--- src/rtl/regfile_param.sv ---
// regfile_param: parametrised register file with two combinational read ports, one
// byte-enabled write port (active-low enable), optional hardwired zero register,
// optional write-to-read bypass and a sequential clear engine (one entry per cycle).

module regfile_param #(
  parameter int unsigned DATA_W   = 32,
  parameter int unsigned ADDR_W   = 5,
  parameter bit          ZERO_REG = 1'b1,
  parameter bit          BYPASS   = 1'b1
) (
  input  logic                  Clk,
  input  logic                  Reset,
  input  logic [ADDR_W-1:0]     R_Addr_A,
  input  logic [ADDR_W-1:0]     R_Addr_B,
  input  logic [ADDR_W-1:0]     W_Addr,
  input  logic [DATA_W-1:0]     W_Data,
  input  logic                  We,
  input  logic [DATA_W/8-1:0]   W_Be,
  input  logic                  Clr,
  output logic [DATA_W-1:0]     R_Data_A,
  output logic [DATA_W-1:0]     R_Data_B,
  output logic                  Busy,
  output logic                  Wr_Err
);

  localparam int unsigned DEPTH = 2 ** ADDR_W;
  localparam int unsigned NB    = DATA_W / 8;

  localparam logic ST_IDLE  = 1'b0;
  localparam logic ST_CLEAR = 1'b1;

  logic                r_state;
  logic [ADDR_W-1:0]   r_ptr;
  logic                r_wr_err;
  logic [DATA_W-1:0]   r_mem [DEPTH];

  logic                w_wr_go;
  logic                w_wr_zero;
  logic                w_drop;
  logic                w_last;
  logic [DATA_W-1:0]   w_rd_a;
  logic [DATA_W-1:0]   w_rd_b;

  // Byte-wise merge of new write data over a stored word.
  function automatic logic [DATA_W-1:0] f_merge(input logic [DATA_W-1:0] old_word,
                                                input logic [DATA_W-1:0] new_word,
                                                input logic [NB-1:0]     be);
    logic [DATA_W-1:0] res;
    res = old_word;
    for (int k = 0; k < NB; k++) begin
      if (be[k]) begin
        res[8*k +: 8] = new_word[8*k +: 8];
      end
    end
    return res;
  endfunction

  // Write qualification: a write only lands in IDLE without a competing clear request.
  always_comb begin
    w_wr_go   = (r_state == ST_IDLE) && !Clr && !We;
    w_wr_zero = ZERO_REG && (W_Addr == '0);
    // A write is dropped when it collides with a clear request or a running clear.
    w_drop    = !We && ((r_state == ST_CLEAR) || Clr);
    w_last    = (r_ptr == {ADDR_W{1'b1}});
  end

  // Clear FSM and its pointer.
  always_ff @(posedge Clk or posedge Reset) begin
    if (Reset) begin
      r_state <= ST_IDLE;
      r_ptr   <= '0;
    end else begin
      case (r_state)
        ST_IDLE: begin
          if (Clr) begin
            r_state <= ST_CLEAR;
            r_ptr   <= '0;
          end
        end
        ST_CLEAR: begin
          r_ptr <= r_ptr + ADDR_W'(1);
          if (w_last) begin
            r_state <= ST_IDLE;
          end
        end
        default: begin
          r_state <= ST_IDLE;
          r_ptr   <= '0;
        end
      endcase
    end
  end

  // Dropped-write flag, one cycle after the offending write.
  always_ff @(posedge Clk or posedge Reset) begin
    if (Reset) begin
      r_wr_err <= 1'b0;
    end else begin
      r_wr_err <= w_drop;
    end
  end

  // Storage array: clear engine has priority over the write port.
  always_ff @(posedge Clk or posedge Reset) begin
    if (Reset) begin
      for (int i = 0; i < DEPTH; i++) begin
        r_mem[i] <= '0;
      end
    end else if (r_state == ST_CLEAR) begin
      r_mem[r_ptr] <= '0;
    end else if (w_wr_go && !w_wr_zero) begin
      for (int k = 0; k < NB; k++) begin
        if (W_Be[k]) begin
          r_mem[W_Addr][8*k +: 8] <= W_Data[8*k +: 8];
        end
      end
    end
  end

  // Read port A: array, optional bypass of the in-flight write, zero register last.
  always_comb begin
    w_rd_a = r_mem[R_Addr_A];
    if (BYPASS && w_wr_go && (R_Addr_A == W_Addr)) begin
      w_rd_a = f_merge(r_mem[R_Addr_A], W_Data, W_Be);
    end
    if (ZERO_REG && (R_Addr_A == '0)) begin
      w_rd_a = '0;
    end
  end

  // Read port B: same rules as port A, evaluated independently.
  always_comb begin
    w_rd_b = r_mem[R_Addr_B];
    if (BYPASS && w_wr_go && (R_Addr_B == W_Addr)) begin
      w_rd_b = f_merge(r_mem[R_Addr_B], W_Data, W_Be);
    end
    if (ZERO_REG && (R_Addr_B == '0)) begin
      w_rd_b = '0;
    end
  end

  assign R_Data_A = w_rd_a;
  assign R_Data_B = w_rd_b;
  assign Busy     = (r_state == ST_CLEAR);
  assign Wr_Err   = r_wr_err;

endmodule
--- config.mk ---
export PLATFORM = sky130hd
export DESIGN_NAME = regfile_param
export DESIGN_NICKNAME = d
export VERILOG_FILES = /design/src/rtl/regfile_param.sv
export SDC_FILE = /design/constraint.sdc
export NUM_CORES = 2
export LEC_CHECK = 0
export CORE_ASPECT_RATIO = 0.5
export CORE_MARGIN = 2
export CORE_UTILIZATION = 36
export CTS_BUF_LIST = sky130_fd_sc_hd__clkbuf_2 sky130_fd_sc_hd__clkbuf_4 sky130_fd_sc_hd__clkbuf_8
export CTS_CLUSTER_SIZE = 40
export DETAILED_ROUTE_END_ITERATION = 12
export GPL_ROUTABILITY_DRIVEN = 0
export PLACE_DENSITY = 0.5
export SLEW_MARGIN = 10
export SYNTH_ARGS = -nofsm -noshare
export SYNTH_HDL_FRONTEND = slang
export SYNTH_SLANG_ARGS = --single-unit
--- constraint.sdc ---
create_clock -name Clk -period 40.2 [get_ports Clk]
set_input_delay 8.04 -clock Clk [delete_from_list [all_inputs] [get_ports Clk]]
set_output_delay 8.04 -clock Clk [all_outputs]
set_load 0.02 [all_outputs]
* After elaboration in Yosys (flattened, before gate mapping) *
Index checks and enable logic that the tools add are counted.

word-level totals
  register bits after elaboration = 1,031
  input port bits = 55
  output and inout port bits = 66
  logic and storage cells = 118

operators by class
  $add $sub $neg = 1
  $lt $le $gt $ge = 6
  equal/unequal tests = 4
  mux-type cells = 49
  bitwise operators = 7
  reductions and logical operators = 16

operators by type and width
  kind                  number
  $mux 1024             12
  $bwmux 1024           4
  $and 1024x1024->1024  1
  $not 1024->1024       1
  $demux 32 s5          5
  $bmux 32 s5           2
  $mux 32               10
  $mux 8                9
  $ge 6x6->1 const B    4
  $mux 24               1
  $not 5->6             4
  $mux 16               1
  $logic_not 5->1       3
  $lt 6x1->1 const B    2
  $eq 5x5->1            2
  $pmux 5 s2            1
  $logic_and 1x1->1     8
  $add 5x1->5 const B   1
  $eq 5x5->1 const B    1
  $mux 5                1
  $logic_not 1->1       3
  $mux 1                2
  $ne 2x2->1 const B    1
  $pmux 1 s2            1
  other kinds (3)       3

* Logic depth before layout (Yosys ltp) *
  word-level depth = 21
  depth in mapped cells = 11

* Least setup slack after synthesis *
OpenSTA, ideal clock, no wires.

  path type = input to output
  from = input We
  to = output R_Data_A[10]
  arrival time = 10,204 ps
  data required time = 32,160 ps
  slack = 21,956 ps
  cell stages on the path = 6
  path buffers = 1
  path through = or3_1 -> buf_2 -> nor4_4 -> a31oi_1 -> nor2b_1 -> a2111oi_1

between the ends
  cells in the longest elaborated chain, start to end = 5

RTL lines
  element             RTL line  source
  start: declaration  17        input logic We,
  $logic_not 1->1     60        w_wr_go = (r_state == ST_IDLE) && !Clr && !We;
  $logic_and 1x1->1   60
  $logic_and 1x1->1   123       if (BYPASS && w_wr_go && (R_Addr_A == W_Addr)) begin
  $mux 32             123
  $mux 32             126       if (ZERO_REG && (R_Addr_A == '0)) begin
  end: declaration    20        output logic [DATA_W-1:0] R_Data_A,

No other way between the ends.

* Worst setup path after layout *
  from = input R_Addr_B[1]
  to = output R_Data_B[31]

between the ends
  cells in the longest elaborated chain, start to end = 7

RTL lines
  element                                     RTL line  source
  start: declaration                          14        input logic [ADDR_W-1:0] R_Addr_B,
  $not 5->6 (implied by the code)             133, 135
  $bmux 32 s5                                 133, 135
  $mux 32 (implied by the code) (2 in a row)  133, 135
  $mux 8                                      51        if (be[k]) begin
  $mux 32                                     134       if (BYPASS && w_wr_go && (R_Addr_B == W_Addr)) begin
  $mux 32 *                                   137       if (ZERO_REG && (R_Addr_B == '0)) begin
  end: declaration                            21        output logic [DATA_W-1:0] R_Data_B,

Mark *: on every way between the ends. The rest lies on a longest branch, timed or not. The select of a mux whose other input is x is not followed.

==> impl_metrics.toml <==
[floorplanning]
die_h_um = 280.2
coreArea_mm2 = 0.1516
dieArea_mm2 = 0.1559
rows = 101
die_w_um = 556.5
io_pins = 121
initial_core_util_pct = 36.23

[grt]
grt_pass1_vias = 44890
overflow = 0
grt_usage_pct = 30.57
antenna_found_initial = 14
grt_max_degree = 182
grt_first_pass_wirelength_mm = 341.0

[cts]
cts_resized = 0
clk_pin_slew_ns = 0.06
clkSinkCount = 1031
cts_hold_buffers = 0
clkLatencyLatePin_ns = 0.93
cts_buffers = 168
cts-htree-levels = 4
post_cts.repair.setup_buffers = 0
cts.path.max_buffers = 3
cts_tree = "done"
cts_root_buf = "clkbuf_8"

[run]
maxCapViolations = 1

[hold_path]
holdCritPathClass = "reg -> reg"
hold_path_depth = 1
min_to = "r_mem[1016]"
hold_start = "r_mem[1016]"

[setup_path]
rr_endpoint = "r_mem[381]"
cp_max_fo = 65
critPathKind = "in -> out"
crit_arrival_ns = 13.02
critPathRequiredTime_ns = 32.16
critical-path-max-stage-delay_ns = 0.75
endpoint_kind = "output pin"
critPathMostFrequentCell = "buf_4"
slowest_stage = "buf_4"
cp_cell_sequence = "buf_8 -> buf_4 -> buf_4 -> buf_4 -> mux4_2 -> a22o_1 -> a221oi_1 -> and3_1 -> nor3_1 -> clkdlybuf4s50_1"
startpoint_type = "input port"
r2r_cells = 7
timing.rr.start = "Busy"
reg2reg_setup_slack_ns = 36.52

[timing]
maxSlewHeadroom_pct = 1.415
worst_slack_ns = 19.14
finalHoldWorstSlack_ns = 0.4969
maxSlewViolCount = 0
layout_min_cycle_time_ns = 21.06
final.setup.tns_ns = 0
finalCritPeriodShare_pct = 52.40
tightest_slew_ns = 1.474
finalSetupViolCount = 0
skew_ns = 0.02970
rsz0062_at_grt = "false"
hold_viol = 0
fmax_ghz = 0.04748

[power]
power_mw = 2.449
p_leak_nw = 24.67
power_density_mw_per_mm2 = 39.66
p_sw_share_pct = 31.19
pwr-share-clk_pct = 41.0
p_sw_mw = 0.7640
vdd_ir_drop_max_uv = 40.65
power_frac_comb_pct = 15.4
p_int_mw = 1.685
power_frac_seq_pct = 43.7

[drt]
drt-vias-per-instance = 6.686
drtAntennaViolNets = 0
drc = 2
wl_mm = 238.5
drt_iter0_markers = 6614
wl_per_cell_um = 35.34
num_vias = 45120
firstDrtPassIters = 9

[placed_design]
pre_cts_ws_ns = 19.22
dpl.cell_count = 6443
port_buffers = 120
dp_hpwl_mm = 155.3
dpl-instance-area_mm2 = 0.05814

[final_layout]
area_growth_pct = 12.41
fin_area_mm2 = 0.06175
nets = 4665
drive_gt1_share_pct = 22.04
finalNonFillerCells = 6749
final_core_util_pct = 40.72

[logic_synthesis]
syn_area_mm2 = 0.05494
synthCells = 4545
synth_cell_types = 70
synth_nets = 4605
synth-seq-cells = 1031
ys_warn_count = 0
synth_edf_count = 0
synthFlopType = "dfrtp_1"
async_flop_share_pct = 100.0
syn_avg_cell_area_um2 = 12.09
ys_seq_area_share_pct = 46.96

[run_status]
status = "finished with violations"
violations = "design-rule violations, max-capacitance violations"
[power groups by stage]
stage,logic (mW),registers (mW),clock network (mW)
floorplan,0.205,1.08,0
global placement,0.362,1.09,0
detailed placement,0.364,1.09,0
CTS,0.364,1.07,1.01
global route,0.385,1.07,1.06
finish,0.376,1.07,1.00
[cells in the mapped netlist, types with 28 or more instances]
master	instances	area (µm²)
o21ai_0	57	285.3
nor2_1	91	341.6
nand2_1	748	2808
o211ai_1	32	240.2
o21ai_1	469	2347
mux2_2	28	315.3
dfrtp_1	1031	25800
nor3_1	34	170.2
a22oi_1	43	322.8
buf_4	41	307.8
mux4_2	494	11130
o2bb2ai_1	545	4773
mux2i_1	131	1311
buf_2	105	525.5
clkbuf_1	187	701.9
and2_1	45	281.5
nand3_1	69	345.3
a21oi_1	39	195.2
o22ai_1	47	294.0
[worst max-delay path: cells and delay by family]
family / cells / cell delay (ns)
and+or+nand+nor: 2 / 0.30
AOI/OAI and AO/OA: 2 / 0.90
muxes: 1 / 0.57
buffers and inverters: 5 / 2.99
[registers in the layout (all words and copies together) (netlist names)]
register  cells
Busy          1
Wr_Err        1
r_mem      1024
r_ptr         5
[cell families (layout without fill, tap and decap cells)]
kind of cell / after synthesis / after routing / share of synthesized area (%)
buf+inv: 364 / 552 / 3.061
xor+xnor: 12 / 12 / 0.1913
simple gates: 1131 / 1131 / 9.074
fa+ha+maj: 5 / 5 / 0.1139
other cells: 0 / 8 / 0
compound gates: 1349 / 1349 / 17.38
flops: 1031 / 1031 / 46.96
mux: 653 / 653 / 23.21
[final cells by class]
cell class                 instances  area, µm²
fill                           14480      89890
multi-input combinational       3150      27590
sequential                      1031      25800
clock buffer                     279       3440
tap                             2008       2512
timing repair buffer             246       2212
clock inverter                    19      142.6
inverter                           8      37.54
antenna                            8      20.02
[cell usage in the layout (no fill, tap or decap), types with 9 or more instances in the layout]
master / synthesis / layout
nand4_1: 13 / 13
a21oi_1: 39 / 39
mux2_2: 28 / 28
o221ai_1: 11 / 11
nand2_2: 19 / 21
o32ai_2: 10 / 11
buf_4: 41 / 124
or3_1: 14 / 14
o2bb2ai_1: 545 / 544
o22ai_1: 47 / 47
or2_2: 9 / 9
clkbuf_8: 0 / 215
o32ai_1: 15 / 14
o211ai_1: 32 / 32
a22oi_1: 43 / 43
mux4_2: 494 / 494
o21ai_1: 469 / 468
o2111ai_1: 14 / 14
nor2_1: 91 / 81
clkinv_2: 0 / 10
nand2b_1: 15 / 15
o21ai_0: 57 / 57
clkdlybuf4s50_1: 0 / 110
dfrtp_1: 1031 / 1031
mux2i_1: 131 / 131
clkbuf_4: 0 / 64
nor3_1: 34 / 31
nor2b_1: 13 / 11
nand3b_1: 12 / 12
nand3_1: 69 / 69
nor2_2: 0 / 9
and2_1: 45 / 45
nand2_1: 748 / 746
[routing by layer]
layer	vias up	share of wire, %	GRT usage, %
li1	17840	-	-
met1	23750	40	41.23
met2	2899	43	43.98
met3	619	12	10.97
met4	17	4.7	13.59
met5	-	0.21	0.9880
[worst max-delay path by stage]
stage,startpoint,end,slack (ns)
floorplan,Reset,Busy,3.15
global placement,R_Addr_B[1],R_Data_B[31],19.27
detailed placement,R_Addr_B[1],R_Data_B[31],19.22
CTS,R_Addr_B[1],R_Data_B[31],19.21
global route,R_Addr_B[1],R_Data_B[31],19.04
finish,R_Addr_B[1],R_Data_B[31],19.14
Power figures use the tool's default switching activity.
